## src/rtl/fir_coef_commit.sv

```systemverilog
// Debounced, frame-aligned commit of the b22/b23 FIR coefficient pair.
// A new register word must hold steady for SETTLE_CYCLES cycles, then it is applied on the next sync_in.
module fir_coef_commit #(
    parameter int SETTLE_CYCLES = 4
) (
    input  logic        user_clk,
    input  logic        user_rst_n,
    input  logic [31:0] reg_word,
    input  logic        sync_in,
    output logic [15:0] coef_b22,
    output logic [15:0] coef_b23,
    output logic        coef_update,
    output logic        coef_pending,
    output logic [15:0] update_count
);

    typedef enum logic [1:0] {
        IDLE,
        SETTLE,
        PENDING
    } state_t;

    localparam logic [7:0] CNT_LAST = 8'(SETTLE_CYCLES - 1);

    state_t      state_reg;
    logic [31:0] word_q;
    logic [31:0] cand_reg;
    logic [7:0]  cnt_reg;
    logic [31:0] active_word;

    assign active_word = {coef_b22, coef_b23};

    // word_q decouples the FSM from a register word that may be mid-transition.
    always_ff @(posedge user_clk or negedge user_rst_n) begin
        if (!user_rst_n) begin
            state_reg    <= IDLE;
            word_q       <= '0;
            cand_reg     <= '0;
            cnt_reg      <= '0;
            coef_b22     <= '0;
            coef_b23     <= '0;
            coef_update  <= 1'b0;
            coef_pending <= 1'b0;
            update_count <= '0;
        end else begin
            word_q      <= reg_word;
            coef_update <= 1'b0;
            case (state_reg)
                IDLE: begin
                    if (word_q != active_word) begin
                        cand_reg  <= word_q;
                        cnt_reg   <= '0;
                        state_reg <= SETTLE;
                    end
                end
                SETTLE: begin
                    if (word_q != cand_reg) begin
                        cand_reg <= word_q;
                        cnt_reg  <= '0;
                    end else if (cnt_reg == CNT_LAST) begin
                        // A word that drifted and came back to the active value needs no commit.
                        if (cand_reg != active_word) begin
                            state_reg    <= PENDING;
                            coef_pending <= 1'b1;
                        end else begin
                            state_reg <= IDLE;
                        end
                    end else begin
                        cnt_reg <= cnt_reg + 8'd1;
                    end
                end
                PENDING: begin
                    if (word_q != cand_reg) begin
                        cand_reg     <= word_q;
                        cnt_reg      <= '0;
                        state_reg    <= SETTLE;
                        coef_pending <= 1'b0;
                    end else if (sync_in) begin
                        coef_b22     <= cand_reg[31:16];
                        coef_b23     <= cand_reg[15:0];
                        coef_update  <= 1'b1;
                        update_count <= update_count + 16'd1;
                        state_reg    <= IDLE;
                        coef_pending <= 1'b0;
                    end
                end
                default: begin
                    state_reg    <= IDLE;
                    coef_pending <= 1'b0;
                end
            endcase
        end
    end

endmodule

```

## config.mk

```make
export PLATFORM = sky130hd
export DESIGN_NAME = fir_coef_commit
export DESIGN_NICKNAME = d
export VERILOG_FILES = /design/src/rtl/fir_coef_commit.sv
export SDC_FILE = /design/constraint.sdc
export NUM_CORES = 1
export LEC_CHECK = 0
export ABC_AREA = 1
export CORE_ASPECT_RATIO = 0.7
export CORE_UTILIZATION = 25
export DETAILED_ROUTE_END_ITERATION = 7
export GPL_ROUTABILITY_DRIVEN = 1
export PLACE_DENSITY = 0.4
export SYNTH_ARGS = -nofsm -noshare
export SYNTH_HDL_FRONTEND = slang
export SYNTH_SLANG_ARGS = --single-unit
export TNS_END_PERCENT = 20
```

## constraint.sdc

```tcl
create_clock -name user_clk -period 2.9 [get_ports user_clk]
set_input_delay 0.58 -clock user_clk [delete_from_list [all_inputs] [get_ports user_clk]]
set_output_delay 0.58 -clock user_clk [all_outputs]
set_load 0.02 [all_outputs]
```

==> impl_metrics.env <==
export IMPL_outcome="finished clean"
export IMPL_ys_seq_area_frac=0.468
export IMPL_htreeDepth=4
export IMPL_hold_buffers=0
export IMPL_worstReg2RegStart="coef_b22[4]$_DFFE_PN0P_"
export IMPL_cts_buffer_depth=2
export IMPL_dp_hpwl_um=14900
export IMPL_synth_simple_gate_area_frac=0.307
export IMPL_synth_distinct_cells=29
export IMPL_cp_required_ns=3.24
export IMPL_numPortBuffers=84
export IMPL_placed_cells=1319
export IMPL_grt_first_pass_wirelength_um=31200
export IMPL_initial_core_util=0.256
export IMPL_crit_arrival_ns=2.60
export IMPL_clock_latency_ns=0.43
export IMPL_rows=49
export IMPL_hold_violations=0
export IMPL_finalSetupViolations=0
export IMPL_worstSetupStartpoint="coef_b22[4]$_DFFE_PN0P_"
export IMPL_ant_nets=0
export IMPL_grt_total_usage=0.154
export IMPL_n_antenna_cell=0
export IMPL_post_cts_buffers=0
export IMPL_fillCellCount=2784
export IMPL_hp_class="primary input to asynchronous set/reset pin"
export IMPL_cts_buffers=17
export IMPL_p_per_area_mw_per_mm2=489
export IMPL_fin_area_mm2=0.00844
export IMPL_cts_root_buf="clkbuf_16"
export IMPL_grt_pass1_vias=5272
export IMPL_ys_seq_elements=124
export IMPL_viasPerCell=4.16
export IMPL_cts_sinks=124
export IMPL_drt_total_wl_um=19800
export IMPL_cts_resized=0
export IMPL_wl_per_cell_um=14.7
export IMPL_endpoint="cand_reg[4]$_DFFE_PN0P_"
export IMPL_final_nets=1022
export IMPL_dr_total_vias=5622
export IMPL_skew_ns=0.00949
export IMPL_synth_top_family_by_area="simple AND/OR/NAND/NOR gates"
export IMPL_antenna_found_initial=0
export IMPL_r2r_end="cand_reg[4]$_DFFE_PN0P_"
export IMPL_synth_adder_area_share=0.0113
export IMPL_ys_warn_count=0
export IMPL_slew_limit_headroom=0.607
export IMPL_rsz0062_at_grt="false"
export IMPL_synth_xor_area_frac=0.0740
export IMPL_clk_pin_slew_worst_paths_ns=0.05
export IMPL_worst_slack_ns=0.646
export IMPL_post_route_period_util=0.777
export IMPL_tns_ns=0
export IMPL_fin_util=0.326
export IMPL_crit_type="flop to flop"
export IMPL_slew_violations=0
export IMPL_drtPass1Iterations=5
export IMPL_worstMarginPinSlew_ns=0.590
export IMPL_io_pins=85
export IMPL_syn_num_nets=926
export IMPL_drt_iter0_drc=419
export IMPL_syn_area_per_cell_um2=7.49
export IMPL_overflow=0
export IMPL_fp_dieH_um=138
export IMPL_fin_cells=1350
export IMPL_gp_congestion=0.788
export IMPL_area_growth_pct=27.3
export IMPL_synth_cell_area_mm2=0.00663
export IMPL_grt_max_degree=58
export IMPL_crit_path_end_kind="flop"
export IMPL_synth_compound_area_frac=0.0574
export IMPL_critPathLaunchType="flop"
export IMPL_worstRegToRegCells=10
export IMPL_ir_worst_vdd_v=0.000321
export IMPL_route_detailed_drc=0
export IMPL_synth_cells=885
export IMPL_synth_area_mux_share=0
export IMPL_dieArea_mm2=0.0272
export IMPL_placed_area_mm2=0.00790
export IMPL_timing_fmax_mhz=444
export IMPL_core_area_mm2=0.0259
export IMPL_path_max_fanout=34
export IMPL_layout_drive_gt1_share=0.0685
export IMPL_maxCapViolations=0
export IMPL_pre_cts_ws_ns=0.605
export IMPL_leakage_nw=3.92
export IMPL_tritoncts="built"
export IMPL_min_period_ns=2.25
export IMPL_die_x_um=197
export IMPL_reg2reg_slack_ns=0.65
metrics by stage:
step / total power, mW / hold WS [ns]
final: 4.13 / 0.121
after global routing: 4.32 / 0.167
after CTS: 4.20 / 0.149
after detailed placement: 2.13 / 0.499
after global placement: 2.14 / 0.499
after floorplan: 1.98 / 0.284
layer usage:
metal,up-vias,part of all wire,track usage
met5,-,0,0
met2,132,0.38,0.196
li1,2923,-,-
met1,2555,0.55,0.248
met4,0,0.0093,0.0428
met3,12,0.052,0.0381
worst min path at each step:
| stage | from | to | slack, ns | cells after the start |
|---|---|---|---|---|
| 2_1_floorplan | user_rst_n | cand_reg[0]$_DFFE_PN0P_ | 0.28 | 0 |
| 3_3_place_gp | coef_pending$_DFFE_PN0P_ | coef_pending$_DFFE_PN0P_ | 0.50 | 2 |
| 3_5_place_dp | cnt_reg[1]$_DFFE_PN0P_ | cnt_reg[1]$_DFFE_PN0P_ | 0.50 | 2 |
| 4_1_cts | user_rst_n | word_q[15]$_DFF_PN0_ | 0.15 | 1 |
| 5_1_grt | user_rst_n | word_q[9]$_DFF_PN0_ | 0.17 | 1 |
| 6_report | user_rst_n | word_q[9]$_DFF_PN0_ | 0.12 | 1 |
cells in the final DEF, fill, tap and decap left out, drive strengths merged, types with 2 or more instances in the layout:
master	netlist	final
nand2	353	353
dfrtp	124	124
inv	120	120
clkdlybuf4s50	0	83
o21ai	74	74
nor2	66	66
xnor2	46	46
nand3	32	32
clkbuf	1	23
nand4	18	18
nor3	10	10
xor2	10	10
buf	13	8
ha	6	6
clkinv	0	6
nand3b	5	5
or2	3	3
nor4	2	2
a21oi	2	2
layout make-up:
| cell class | instances | area [µm²] | share of cell area |
|---|---|---|---|
| clock buffers | 23 | 478 | 0.0566 |
| clock inverters | 8 | 67.6 | 0.00800 |
| inverters | 120 | 455 | 0.0540 |
| multi-input cells | 627 | 2980 | 0.353 |
| flip-flops and latches | 124 | 3100 | 0.368 |
| well taps | 357 | 447 | 0.0529 |
| repair buffers | 91 | 907 | 0.107 |
kinds of logic after synthesis:
logic type	Yosys count
AO/OA/AOI/OAI	76
buffers and inverters	134
adder cells (fa/ha/maj)	6
AND/OR/NAND/NOR	489
flip-flops	124
XOR/XNOR	56
synthesized netlist by cell type:
library cell  instances  area [µm²]
inv_2                18        67.6
nand3_4               3        52.6
nand2_1             350        1310
or2_1                 1        6.26
o21ai_1              58         290
buf_4                 3        22.5
nor2_2                1        6.26
nor4_1                2        12.5
nand3_1              28         140
ha_1                  6        75.1
nand3_2               1        10.0
nor2_4                2        22.5
buf_2                 8        40.0
nand3b_1              5        37.5
nand4_1              18         113
or2_2                 2        12.5
xnor2_1              46         403
nand2_4               1        11.3
inv_1               100         375
dfrtp_1             124        3100
xor2_1               10        87.6
o21ai_0              16        80.1
nor2_1               63         236
buf_6                 2        22.5
inv_4                 2        12.5
a21oi_1               2        10.0
nand2_2               2        12.5
clkbuf_1              1        3.75
nor3_1               10        50.1
worst max-delay path: stages, from the launching register on:
cell and delay, ns:
dfrtp_1 0.43, xnor2_1 0.37, nand2_1 0.18, nor2_1 0.17, nand2_1 0.07, nor2_1 0.15
nand3_1 0.16, nand3_4 0.11, buf_4 0.33, nand2_1 0.08, o21ai_1 0.10
where the power goes:
part           internal [mW]  switching (mW)  total [mW]
Combinational          0.116           0.148       0.264
Clock                   1.23           0.798        2.03
Sequential              1.78          0.0562        1.83
Total                   3.12            1.00        4.13
No activity file was read; power rests on OpenSTA's default activity.
